**config.mk**
```make
export PLATFORM = sky130hd
export DESIGN_NAME = clock_time_core
export DESIGN_NICKNAME = d
export VERILOG_FILES = /design/src/rtl/clock_pkg.sv /design/src/rtl/wrap_counter.sv /design/src/rtl/clock_time_core.sv
export SDC_FILE = /design/constraint.sdc
export NUM_CORES = 1
export LEC_CHECK = 0
export CORE_ASPECT_RATIO = 1.5
export CORE_MARGIN = 5
export CORE_UTILIZATION = 55
export CTS_CLUSTER_SIZE = 20
export DETAILED_ROUTE_END_ITERATION = 16
export GPL_ROUTABILITY_DRIVEN = 1
export PLACE_DENSITY = 0.8
export SYNTH_ARGS = -nofsm -noshare
export SYNTH_HDL_FRONTEND = slang
export SYNTH_SLANG_ARGS = --single-unit
```
**constraint.sdc**
```tcl
create_clock -name clk -period 2.9 [get_ports clk]
set_input_delay 0.58 -clock clk [delete_from_list [all_inputs] [get_ports clk]]
set_output_delay 0.58 -clock clk [all_outputs]
set_load 0.05 [all_outputs]
```
**src/rtl/clock_pkg.sv**
```systemverilog
// ---------------------------------------------------------------------------
// clock_pkg
// Shared constants for the time-of-day core: edit-field indices, field
// widths, wrap limits and the 24h -> 12h display mapping helper.
// ---------------------------------------------------------------------------
package clock_pkg;

    localparam int SEC_W  = 6;
    localparam int MIN_W  = 6;
    localparam int HOUR_W = 5;

    // cursor_pos encodings
    localparam logic [1:0] FLD_SEC  = 2'd0;
    localparam logic [1:0] FLD_MIN  = 2'd1;
    localparam logic [1:0] FLD_HOUR = 2'd2;
    localparam logic [1:0] FLD_NONE = 2'd3;

    localparam logic [SEC_W-1:0]  SEC_MAX  = 6'd59;
    localparam logic [MIN_W-1:0]  MIN_MAX  = 6'd59;
    localparam logic [HOUR_W-1:0] HOUR_MAX = 5'd23;
    localparam logic [HOUR_W-1:0] NOON     = 5'd12;

    // Number of advances an unacknowledged alarm stays asserted.
    localparam logic [5:0] ALARM_ADVANCES = 6'd60;

    // 0 -> 12, 1..12 unchanged, 13..23 -> 1..11
    function automatic logic [HOUR_W-1:0] to_hour12(input logic [HOUR_W-1:0] h24);
        logic [HOUR_W-1:0] h12;
        h12 = h24;
        if (h24 == '0) begin
            h12 = NOON;
        end else if (h24 > NOON) begin
            h12 = h24 - NOON;
        end
        return h12;
    endfunction

endpackage

```
**src/rtl/wrap_counter.sv**
```systemverilog
// ---------------------------------------------------------------------------
// wrap_counter
// Modulo (MAX+1) up/down counter used for every time and alarm field.
// Ports:
//   clk, reset  : rising-edge clock, asynchronous active-high reset
//   inc, dec    : step up / down by one this cycle (both high = hold)
//   clr         : synchronous clear, wins over inc/dec
//   val         : registered count, 0..MAX
//   carry       : combinational, high when an increment wraps MAX -> 0
// ---------------------------------------------------------------------------
module wrap_counter #(
    parameter int MAX = 59,
    parameter int W   = 6
) (
    input  logic         clk,
    input  logic         reset,
    input  logic         inc,
    input  logic         dec,
    input  logic         clr,
    output logic [W-1:0] val,
    output logic         carry
);

    localparam logic [W-1:0] MAX_V = W'(MAX);

    logic [W-1:0] val_q;
    logic [W-1:0] val_d;

    always_comb begin
        val_d = val_q;
        if (clr) begin
            val_d = '0;
        end else if (inc && !dec) begin
            val_d = (val_q == MAX_V) ? '0 : val_q + 1'b1;
        end else if (dec && !inc) begin
            val_d = (val_q == '0) ? MAX_V : val_q - 1'b1;
        end
    end

    always_ff @(posedge clk or posedge reset) begin
        if (reset) begin
            val_q <= '0;
        end else begin
            val_q <= val_d;
        end
    end

    assign val   = val_q;
    assign carry = inc & ~dec & ~clr & (val_q == MAX_V);

endmodule

```
**src/rtl/clock_time_core.sv**
```systemverilog
// ---------------------------------------------------------------------------
// clock_time_core
// Time-of-day keeper: prescaler from CLK_HZ down to TICK_HZ advances,
// hh:mm:ss with carries, per-field up/down editing, synchronous clear,
// 12/24-hour display mapping and an optional alarm.
//
// Build option: define CLOCK_TIME_CORE_ALARM_EN to include the alarm
// (alarm registers, compare, ack/arm/timeout). Without it the alarm ports
// remain, outputs read 0 and alarm inputs are ignored.
//
// Ports:
//   clk, reset      : clock, asynchronous active-high reset
//   mode12          : 1 = 12-hour display, 0 = 24-hour display
//   up, down        : single-cycle edit pulses
//   clr             : synchronous clear of time, prescaler, pending advance
//   cursor_pos      : edit field (0 sec, 1 min, 2 hour, 3 none)
//   alarm_edit      : steer edits to the alarm registers
//   alarm_arm       : alarm enable
//   alarm_ack       : silence the alarm
//   second, minute  : registered time fields
//   hour, pm        : display hour (mapped by mode12) and afternoon flag
//   tick            : one-cycle pulse in the cycle after each advance
//   alarm           : alarm active
//   alarm_hour/min  : alarm set point (24-hour)
// ---------------------------------------------------------------------------
module clock_time_core
    import clock_pkg::*;
#(
    parameter int CLK_HZ  = 100000000,
    parameter int TICK_HZ = 1
) (
    input  logic              clk,
    input  logic              reset,
    input  logic              mode12,
    input  logic              up,
    input  logic              down,
    input  logic              clr,
    input  logic [1:0]        cursor_pos,
    input  logic              alarm_edit,
    input  logic              alarm_arm,
    input  logic              alarm_ack,
    output logic [SEC_W-1:0]  second,
    output logic [MIN_W-1:0]  minute,
    output logic [HOUR_W-1:0] hour,
    output logic              pm,
    output logic              tick,
    output logic              alarm,
    output logic [HOUR_W-1:0] alarm_hour,
    output logic [MIN_W-1:0]  alarm_minute
);

    // CLK_HZ / TICK_HZ must be an integer >= 2.
    localparam int DIV = CLK_HZ / TICK_HZ;
    localparam int PW  = $clog2(DIV);
    localparam logic [PW-1:0] PRESC_TC = PW'(DIV - 1);

    logic [SEC_W-1:0]  sec_val;
    logic [MIN_W-1:0]  min_val;
    logic [HOUR_W-1:0] hour_val;
    logic              sec_carry;
    logic              min_carry;
    logic              hour_carry_unused;

    logic [PW-1:0]     presc_q, presc_d;
    logic              pend_q, pend_d;
    logic              tick_q, tick_d;

    logic              alarm_sel;
    logic              edit_dir;
    logic              time_edit;
    logic              edit_sec, edit_min, edit_hour;
    logic              adv_req, adv_due, adv;
    logic              sec_inc, sec_dec;
    logic              min_inc, min_dec;
    logic              hour_inc, hour_dec;

`ifdef CLOCK_TIME_CORE_ALARM_EN
    assign alarm_sel = alarm_edit;
`else
    assign alarm_sel = 1'b0;
`endif

    // Exactly one of up/down must be high for an edit to count.
    assign edit_dir  = up ^ down;
    assign time_edit = edit_dir & (cursor_pos != FLD_NONE) & ~alarm_sel;
    assign edit_sec  = time_edit & (cursor_pos == FLD_SEC);
    assign edit_min  = time_edit & (cursor_pos == FLD_MIN);
    assign edit_hour = time_edit & (cursor_pos == FLD_HOUR);

    // A time edit steals the cycle from an advance; the advance is parked
    // in pend_q and replayed on the next cycle without an edit.
    assign adv_req = (presc_q == PRESC_TC);
    assign adv_due = adv_req | pend_q;
    assign adv     = adv_due & ~time_edit & ~clr;

    // adv and time_edit are exclusive, so carries only chain on advances.
    assign sec_inc  = adv | (edit_sec & up);
    assign sec_dec  = edit_sec & down;
    assign min_inc  = (adv & sec_carry) | (edit_min & up);
    assign min_dec  = edit_min & down;
    assign hour_inc = (adv & sec_carry & min_carry) | (edit_hour & up);
    assign hour_dec = edit_hour & down;

    wrap_counter #(.MAX(SEC_MAX), .W(SEC_W)) u_sec (
        .clk   (clk),
        .reset (reset),
        .inc   (sec_inc),
        .dec   (sec_dec),
        .clr   (clr),
        .val   (sec_val),
        .carry (sec_carry)
    );

    wrap_counter #(.MAX(MIN_MAX), .W(MIN_W)) u_min (
        .clk   (clk),
        .reset (reset),
        .inc   (min_inc),
        .dec   (min_dec),
        .clr   (clr),
        .val   (min_val),
        .carry (min_carry)
    );

    wrap_counter #(.MAX(HOUR_MAX), .W(HOUR_W)) u_hour (
        .clk   (clk),
        .reset (reset),
        .inc   (hour_inc),
        .dec   (hour_dec),
        .clr   (clr),
        .val   (hour_val),
        .carry (hour_carry_unused)
    );

    always_comb begin
        presc_d = presc_q + 1'b1;
        // Editing seconds restarts the second so the new value is held a
        // full period before the next advance.
        if (clr || edit_sec || adv_req) begin
            presc_d = '0;
        end
        pend_d = clr ? 1'b0 : (adv_due & time_edit);
        tick_d = adv;
    end

    always_ff @(posedge clk or posedge reset) begin
        if (reset) begin
            presc_q <= '0;
            pend_q  <= 1'b0;
            tick_q  <= 1'b0;
        end else begin
            presc_q <= presc_d;
            pend_q  <= pend_d;
            tick_q  <= tick_d;
        end
    end

    // Display mapping is combinational on the stored 24h value so mode12
    // never touches the stored time and takes effect immediately.
    assign second = sec_val;
    assign minute = min_val;
    assign hour   = mode12 ? to_hour12(hour_val) : hour_val;
    assign pm     = (hour_val >= NOON);
    assign tick   = tick_q;

`ifdef CLOCK_TIME_CORE_ALARM_EN
    logic [MIN_W-1:0]  alm_min_val;
    logic [HOUR_W-1:0] alm_hour_val;
    logic [MIN_W-1:0]  nxt_min;
    logic [HOUR_W-1:0] nxt_hour;
    logic              alm_edit;
    logic              alm_min_carry_unused;
    logic              alm_hour_carry_unused;
    logic              alarm_hit;
    logic              alarm_q, alarm_d;
    logic [5:0]        alarm_cnt_q, alarm_cnt_d;

    assign alm_edit = alarm_edit & edit_dir;

    wrap_counter #(.MAX(MIN_MAX), .W(MIN_W)) u_alm_min (
        .clk   (clk),
        .reset (reset),
        .inc   (alm_edit & up & (cursor_pos == FLD_MIN)),
        .dec   (alm_edit & down & (cursor_pos == FLD_MIN)),
        .clr   (1'b0),
        .val   (alm_min_val),
        .carry (alm_min_carry_unused)
    );

    wrap_counter #(.MAX(HOUR_MAX), .W(HOUR_W)) u_alm_hour (
        .clk   (clk),
        .reset (reset),
        .inc   (alm_edit & up & (cursor_pos == FLD_HOUR)),
        .dec   (alm_edit & down & (cursor_pos == FLD_HOUR)),
        .clr   (1'b0),
        .val   (alm_hour_val),
        .carry (alm_hour_carry_unused)
    );

    // Time after a second rollover (only consulted when sec_carry fires).
    always_comb begin
        nxt_min  = (min_val == MIN_MAX) ? '0 : min_val + 1'b1;
        nxt_hour = hour_val;
        if (min_val == MIN_MAX) begin
            nxt_hour = (hour_val == HOUR_MAX) ? '0 : hour_val + 1'b1;
        end
    end

    assign alarm_hit = adv & sec_carry & (nxt_min == alm_min_val) &
                       (nxt_hour == alm_hour_val);

    // alarm_cnt_q counts down the advances left before self-silencing.
    always_comb begin
        alarm_d     = alarm_q;
        alarm_cnt_d = alarm_cnt_q;
        if (alarm_ack || !alarm_arm) begin
            alarm_d     = 1'b0;
            alarm_cnt_d = '0;
        end else if (alarm_hit) begin
            alarm_d     = 1'b1;
            alarm_cnt_d = ALARM_ADVANCES;
        end else if (alarm_q && adv) begin
            if (alarm_cnt_q == 6'd1) begin
                alarm_d     = 1'b0;
                alarm_cnt_d = '0;
            end else begin
                alarm_cnt_d = alarm_cnt_q - 6'd1;
            end
        end
    end

    always_ff @(posedge clk or posedge reset) begin
        if (reset) begin
            alarm_q     <= 1'b0;
            alarm_cnt_q <= '0;
        end else begin
            alarm_q     <= alarm_d;
            alarm_cnt_q <= alarm_cnt_d;
        end
    end

    assign alarm        = alarm_q;
    assign alarm_hour   = alm_hour_val;
    assign alarm_minute = alm_min_val;
`else
    logic alarm_inputs_unused;
    assign alarm_inputs_unused = alarm_edit ^ alarm_arm ^ alarm_ack;

    assign alarm        = 1'b0;
    assign alarm_hour   = '0;
    assign alarm_minute = '0;
`endif

endmodule

```
==> flow_summary.ini, run 1 <==
[clock_network]
cts_sinks = 46
cts.clk_slew.worst_paths_ns = 0.08
root_buffer = clkbuf_8
clk_path_buf_depth = 2
tritoncts = yes
cts_setup_buffers = 0
clock_latency_ns = 0.31
htreeDepth = 2
cts_buffers = 5
holdBufCountCts = 0
ctsResizeCount = 0

[pwr]
cellLeakagePower_nw = 1.50
peakVddDrop_uv = 294
power_density_nw_per_um2 = 380

[setup_path]
crit_family = buffers and inverters
crit_slowest_cell = clkdlybuf4s50_1
critPathMaxFanout = 6
critPathKind = register to output pin
cp.arrival_ns = 2.11
start_kind = register
cp.required_ns = 2.32
path_buf_inv = 2
cp_cell_sequence = inv_1, ha_1, nand2_1, nand3_1, clkdlybuf4s50_1
cp-end-kind = output pin
slowest_delay_ns = 0.81

[drt]
drt_pass1_iterations = 5
num_vias = 2883
ant_nets = 0
viasPerCell = 5.85
drtIter0Drc = 125
wl_per_cell_microns = 14.2
drcViolationCount = 0
routed_wl_microns = 6990

[synthesis]
synth_seq_cells = 46
synth_edf_count = 0
ys_seq_area_share_pct = 34.7
synthArstFlopShare_pct = 100
yosys_most_used_dff = dfrtp_1
synth_cell_types = 59
syn_avg_cell_area_sq_um = 8.31
ys_warn_count = 0
synth_cells = 399
synth_area_sq_um = 3320

[die]
io_pins = 42
die_area_sq_um = 7710
initial_utilization_pct = 56.9
die_w_microns = 73.4
core_region_area_sq_um = 5830
num_rows = 34
die_h_microns = 105

[timing]
fin_setup_tns_ns = 0
period_minus_slack_ns = 2.69
skew_ns = 0.0109
tightest_slew_ns = 0.605
hold_viol_final = 0
setup-violations-final = 0
period_share_pct = 92.6
slew_violations = 0
maxSlewHeadroom_pct = 59.6
fmax_mhz = 372
rsz0062_at_grt = no

[cells_and_area]
fillCellCount = 512
areaGrowthSynthToFinish_pct = 11.5
layout-drive-gt1-share_pct = 9.26
fin_nets = 444
finalCoreUtilization_pct = 63.5
final_area_sq_um = 3700
num_antenna_cells = 0

[global_routing]
overflow = 0
grt_first_pass_wirelength_microns = 12100
grt_pass1_vias = 2794
grt_usage_pct = 19.4
grt_max_degree = 47
antenna_found_initial = 0

[placement]
place.gp.congestion = 0.890
hpwlAfterDp_microns = 5120
portBuffers = 26
placed_cell_area_sq_um = 3600

[min_path]
hp-class = register to register

[job]
drv_cap = 0

[outcome]
outcome = completed
==> kinds of logic after synthesis <==
group | count (synthesis) | share of synthesized area, %
compound gates | 88 | 16.6
xor+xnor | 27 | 7.13
fa+ha+maj | 13 | 4.91
buf+inv | 48 | 7.13
flops | 46 | 34.7
mux | 6 | 1.89
other cells | 1 | 0.113
simple gates | 170 | 27.5
==> final cells by class <==
class | count | area, sq um | area share, %
well taps | 72 | 90.1 | 2.44
repair buffers | 33 | 325 | 8.80
clock inverters | 2 | 12.5 | 0.338
inverters | 18 | 67.6 | 1.83
clock buffers | 6 | 82.6 | 2.23
flip-flops and latches | 46 | 1150 | 31.1
multi-input cells | 316 | 1970 | 53.2
==> cells in the mapped netlist (2+ instances only) <==
cell type	instances	share of area, %
a21o_1	3	0.68
a21oi_1	27	4.1
a22oi_1	2	0.45
a311oi_1	3	0.79
a31oi_1	6	1.1
a41oi_1	2	0.53
and2_1	3	0.57
and3_1	9	1.7
and4_1	2	0.53
buf_2	3	0.45
buf_4	12	2.7
clkbuf_1	14	1.6
dfrtp_1	46	35
ha_1	13	4.9
inv_1	17	1.9
mux2_2	2	0.68
mux2i_1	4	1.2
nand2_1	32	3.6
nand2b_1	5	0.94
nand3_1	23	3.5
nand4_1	4	0.75
nand4bb_1	2	0.68
nor2_1	45	5.1
nor2b_1	5	0.94
nor3_1	11	1.7
nor3b_1	2	0.45
nor4_1	2	0.38
nor4b_2	2	0.91
nor4bb_1	3	0.91
o211ai_1	4	0.91
o21a_1	3	0.68
o21ai_0	25	3.8
o22ai_1	4	0.75
or3_1	9	1.7
xnor2_1	14	3.7
xor2_1	13	3.4
==> registers in the layout, indices dropped and copies added (netlist names) <==
name,cells
tick,1
u_hour.val,5
u_sec.val,6
pend_q,1
u_min.val,6
presc_q,27
==> cells in the final DEF (no fill, tap or decap), types with 12 or more instances in the layout <==
| master | netlist | layout |
|---|---|---|
| inv_1 | 17 | 16 |
| ha_1 | 13 | 13 |
| dfrtp_1 | 46 | 46 |
| a21oi_1 | 27 | 27 |
| xor2_1 | 13 | 13 |
| conb_1 | 1 | 12 |
| clkdlybuf4s50_1 | 0 | 21 |
| nor2_1 | 45 | 45 |
| o21ai_0 | 25 | 25 |
| nand3_1 | 23 | 23 |
| xnor2_1 | 14 | 14 |
| nand2_1 | 32 | 32 |
==> power by group <==
group / switching [mW] / leakage [nW] / internal, mW
Combinational: 0.201 / 0.818 / 0.106
Sequential: 0.0282 / 0.636 / 0.654
Clock: 0.224 / 0.0472 / 0.192
==> layer usage <==
| layer | track usage [%] | vias to the layer above | share of wire (%) |
|---|---|---|---|
| li1 | - | 1430 | - |
| met1 | 22.3 | 1378 | 40 |
| met2 | 34.4 | 61 | 54 |
| met3 | 3.46 | 14 | 3.6 |
| met4 | 7.90 | 0 | 2.2 |
| met5 | 0 | - | 0 |
==> path summary, 6_finish.rpt <==
path | from | end | slack, ns | depth (start not counted)
max in group asynchronous | reset | presc_q[21] | 1.74 | 3
hold / removal | presc_q[0] | presc_q[0] | 0.49 | 1
hold reg to reg | presc_q[0] | presc_q[0] | 0.49 | 1
setup / recovery | u_hour.val[1] | pm | 0.21 | 5
setup reg to reg | presc_q[0] | u_hour.val[4] | 0.69 | 7
min in group asynchronous | reset | presc_q[8] | 0.75 | 3
==> through the flow <==
step | power, mW | hold WS, ns | std cells | setup slack (ns)
6_report | 1.41 | 0.492 | 493 | 0.215
5_1_grt | 1.47 | 0.534 | 493 | 0.0401
4_1_cts | 1.42 | 0.491 | 493 | 0.193
3_5_place_dp | 1.00 | 0.479 | 485 | 0.316
3_3_place_gp | 0.996 | 0.470 | 485 | 0.348
2_1_floorplan | 0.924 | 0.455 | 410 | 0.170
Note: power is estimated with default switching activity, not from simulation.
==> inputs of run 2 (changes only) <==
==> constraint.sdc (replaced) <==
create_clock -name clk -period 2.9 [get_ports clk]
set_input_delay 0.29 -clock clk [delete_from_list [all_inputs] [get_ports clk]]
set_output_delay 0.29 -clock clk [all_outputs]
set_load 0.05 [all_outputs]
==> run 2 against run 1 <==
Against the previous run: largest cell class unchanged; die area is the same; via count grew 0.17%; flip-flop and latch count is the same; register-to-register slack lost 0.03 ns; critical path type unchanged; routed wire length grew 1.5%; clock skew shrank 0.0015 ns.
==> flow_summary.ini, run 2 (synthesized netlist as in run 1, its figures left out) <==
[die]
num_rows = 34
initial_utilization_pct = 56.9
core_region_area_sq_um = 5830
die_area_sq_um = 7710
die_h_microns = 105
io_pins = 42
die_w_microns = 73.4

[drt]
ant_nets = 0
drtIter0Drc = 86
drcViolationCount = 0
drt_pass1_iterations = 4
viasPerCell = 5.88
wl_per_cell_microns = 14.5
routed_wl_microns = 7100
num_vias = 2888

[clock_network]
holdBufCountCts = 0
tritoncts = yes
htreeDepth = 2
clk_path_buf_depth = 2
cts_sinks = 46
cts_buffers = 5
cts.clk_slew.worst_paths_ns = 0.09
cts_setup_buffers = 0
clock_latency_ns = 0.31
root_buffer = clkbuf_8

[timing]
period_minus_slack_ns = 2.76
slew_violations = 0
fin_setup_tns_ns = 0
setup-violations-final = 0
tightest_slew_ns = 0.977
maxSlewHeadroom_pct = 34.8
period_share_pct = 95.1
rsz0062_at_grt = no
skew_ns = 0.00938
fmax_mhz = 363
hold_viol_final = 0

[setup_path]
cp-end-kind = output pin
cp.arrival_ns = 2.47
critPathKind = register to output pin
cp.required_ns = 2.61
start_kind = register
critPathMaxFanout = 9

[placement]
placed_cell_area_sq_um = 3580
place.gp.congestion = 0.883
portBuffers = 26
hpwlAfterDp_microns = 5130

[cells_and_area]
top_register = presc_q
final_area_sq_um = 3680
largest_reg_flops = 27
final_common_cell = dfrtp_1
multi_input_area_sq_um = 1970
num_antenna_cells = 0
fillCellCount = 513
layout-drive-gt1-share_pct = 7.64
areaGrowthSynthToFinish_pct = 11.0
fin_nets = 442
final_cell_mix = dfrtp_1, nor2_1, nand2_1
register_area_sq_um = 1150

[pwr]
power_density_nw_per_um2 = 377
peakVddDrop_uv = 226
cellLeakagePower_nw = 1.53

[global_routing]
overflow = 0
grt_max_degree = 47
grt_first_pass_wirelength_microns = 12400
grt_pass1_vias = 2793
antenna_found_initial = 0
grt_usage_pct = 19.6

[outcome]
outcome = completed

[min_path]
hp-class = register to register

[job]
drv_cap = 0
[run 2: path summary, 6_finish.rpt]
path                                    start             to  slack [ns]  cells after the start
worst max-delay path            u_hour.val[2]        hour[0]        0.14                      5
worst min-delay path               presc_q[0]     presc_q[0]        0.49                      1
worst min register to register     presc_q[0]     presc_q[0]        0.49                      1
max in group asynchronous               reset    presc_q[18]        1.77                      2
min in group asynchronous               reset    presc_q[25]        0.52                      2
worst max register to register   u_sec.val[0]  u_hour.val[4]        0.66                      7
[run 2: layout make-up]
cell class | count | area share, %
Tap cell | 72 | 2.45
Multi-Input combinational cell | 316 | 53.5
Clock inverter | 3 | 0.680
Clock buffer | 5 | 1.87
Timing Repair Buffer | 31 | 8.36
Sequential cell | 46 | 31.3
Inverter | 18 | 1.84
[run 2: metal layers]
| layer | vias to the layer above | wire, microns | track usage (%) |
|---|---|---|---|
| met5 | - | 0 | 0 |
| met4 | 0 | 99 | 6.74 |
| met3 | 10 | 273 | 2.98 |
| met2 | 58 | 3890 | 34.8 |
| met1 | 1399 | 2830 | 23.4 |
| li1 | 1421 | - | - |
[run 2: power breakdown]
part	total [mW]	switching, mW	internal (mW)	leakage (nW)
registers	0.681	0.0266	0.654	0.636
logic	0.294	0.200	0.0945	0.851
clock network	0.413	0.239	0.174	0.0447
[run 2: timing repair]
item                       in CTS  in global routing
hold endpoints to repair        0                  0
setup endpoints to repair       0                  4
resized for setup               0                  4
[run 2: through the flow]
stage                     cells  worst slack (ns)  utilization, %  power, mW  hold slack (ns)
after floorplan             410             0.460               -      0.924            0.455
after global placement      483             0.449            61.4      0.982            0.470
after detailed placement    483             0.431            61.4      0.987            0.481
after CTS                   491            0.0853            63.0       1.40            0.494
after global routing        491           0.00152            63.1       1.45            0.526
final                       491             0.142            63.1       1.39            0.489
[run 2: worst max-delay path, stage by stage, from the launching register on]
cell and delay, ns:
dfrtp_1 0.51, inv_1 0.14, ha_1 0.24, and3_1 0.26
a21oi_1 0.19, clkdlybuf4s50_1 0.82
==> inputs of run 3 (changes only) <==
--- a/config.mk
+++ b/config.mk
@@ -5,13 +5,13 @@
 export SDC_FILE = /design/constraint.sdc
 export NUM_CORES = 1
 export LEC_CHECK = 0
+export ABC_CLOCK_PERIOD_IN_PS = 2900
 export CORE_ASPECT_RATIO = 1.5
 export CORE_MARGIN = 5
-export CORE_UTILIZATION = 55
+export CORE_UTILIZATION = 49
 export CTS_CLUSTER_SIZE = 20
 export DETAILED_ROUTE_END_ITERATION = 16
-export GPL_ROUTABILITY_DRIVEN = 1
-export PLACE_DENSITY = 0.8
+export PLACE_DENSITY = 0.73
 export SYNTH_ARGS = -nofsm -noshare
 export SYNTH_HDL_FRONTEND = slang
 export SYNTH_SLANG_ARGS = --single-unit
==> run 3 against run 2 <==
Against the previous run: hold slack worse by 0.0015 ns; sequential share of layout area is essentially flat; clock skew down 0.0048 ns; final cell count grew 0.61%; combinational power is essentially flat; maximum frequency up 1.6%; power down 0.91%; worst setup slack gained 0.043 ns; via count is 1.1% lower; flip-flop and latch count unchanged; clock power down 3%; cell area hardly changed; critical path type unchanged; largest cell class unchanged.
==> flow_summary.ini, run 3 (synthesized netlist as in run 1, its figures left out) <==
[drt]
ant_nets = 0
drt_pass1_iterations = 6
routed_wl_microns = 6990
viasPerCell = 5.78
num_vias = 2857
drcViolationCount = 0
drtIter0Drc = 137
wl_per_cell_microns = 14.2

[cells_and_area]
final_cell_mix = dfrtp_1, nor2_1, nand2_1
finalCoreUtilization_pct = 56.4
num_antenna_cells = 0
largest_reg_flops = 27
fillCellCount = 624
layout-drive-gt1-share_pct = 7.18
fin_nets = 441
final_common_cell = dfrtp_1
top_register = presc_q
final_area_sq_um = 3680
multi_input_area_sq_um = 1970
register_area_sq_um = 1150
areaGrowthSynthToFinish_pct = 11.1

[die]
io_pins = 42
initial_utilization_pct = 50.8
die_w_microns = 77.2
die_area_sq_um = 8550
die_h_microns = 111
num_rows = 36
core_region_area_sq_um = 6530

[setup_path]
start_kind = register
cp.required_ns = 2.61
cp-end-kind = output pin
critPathKind = register to output pin
reg2reg_slack_ns = 0.67
critPathMaxFanout = 9
cp.arrival_ns = 2.42

[timing]
period_share_pct = 93.6
slew_violations = 0
maxSlewHeadroom_pct = 35.8
setup-violations-final = 0
fmax_mhz = 368
period_minus_slack_ns = 2.71
setup_slack_ns = 0.185
hold_viol_final = 0
rsz0062_at_grt = no
whs_ns = 0.487
tightest_slew_ns = 0.962
skew_ns = 0.00457
fin_setup_tns_ns = 0

[placement]
placed_cell_area_sq_um = 3590
place.gp.congestion = 0.849
hpwlAfterDp_microns = 5190
portBuffers = 26
pre_cts_ws_ns = 0.393

[clock_network]
clock_latency_ns = 0.30
clk_path_buf_depth = 2
cts_setup_buffers = 0
root_buffer = clkbuf_8
htreeDepth = 2
tritoncts = yes
cts_sinks = 46
cts.clk_slew.worst_paths_ns = 0.08
cts_buffers = 5

[outcome]
outcome = completed

[global_routing]
grt_pass1_vias = 2793
grt_usage_pct = 17.0
antenna_found_initial = 0
grt_first_pass_wirelength_microns = 12600
overflow = 0
grt_max_degree = 47

[job]
drv_cap = 0

[pwr]
power_density_nw_per_um2 = 373
peakVddDrop_uv = 229
cellLeakagePower_nw = 1.51

[min_path]
hp-class = register to register
## run 3: cell type report
type | instances | area share, %
clock buffer | 7 | 2.34
clock inverter | 1 | 0.136
inverter | 18 | 1.83
multi-input combinational | 316 | 53.5
sequential | 46 | 31.3
tap | 76 | 2.58
timing repair buffer | 30 | 8.36
## run 3: power breakdown
part | internal [mW] | total (mW) | switching, mW
combinational | 0.0961 | 0.295 | 0.199
sequential | 0.654 | 0.681 | 0.0265
clock | 0.192 | 0.400 | 0.207
total | 0.943 | 1.38 | 0.433
## run 3: worst paths after layout
kind                                from             to  depth (start not counted)
min                           presc_q[0]     presc_q[0]                          1
max in group asynchronous          reset     presc_q[4]                          2
max                        u_hour.val[2]        hour[1]                          5
min in group asynchronous          reset   u_sec.val[5]                          2
max reg2reg                   presc_q[0]  u_hour.val[4]                          7
min reg2reg                   presc_q[0]     presc_q[0]                          1
## run 3: timing repair
item | in CTS | in global routing
endpoints found under the setup margin | 0 | 2
resized for setup | 0 | 2
hold buffers | 0 | 0
## run 3: layer usage
layer	vias up	track usage [%]	routed length, microns
met1	1386	20.3	2960
met2	47	30.9	3800
met4	0	4.93	72
met5	-	0	0
met3	5	2.36	165
li1	1419	-	-
## run 3: worst max-delay path: stages (launching register included)
cell and delay [ns]:
dfrtp_1 0.50, inv_1 0.14, ha_1 0.24, and3_1 0.26, a21oi_1 0.18, clkdlybuf4s50_1 0.82
## run 3: metrics by stage
step / cells / total power, mW
floorplan: 410 / 0.924
global placement: 486 / 0.986
detailed placement: 486 / 0.990
CTS: 494 / 1.39
global route: 494 / 1.46
finish: 494 / 1.38
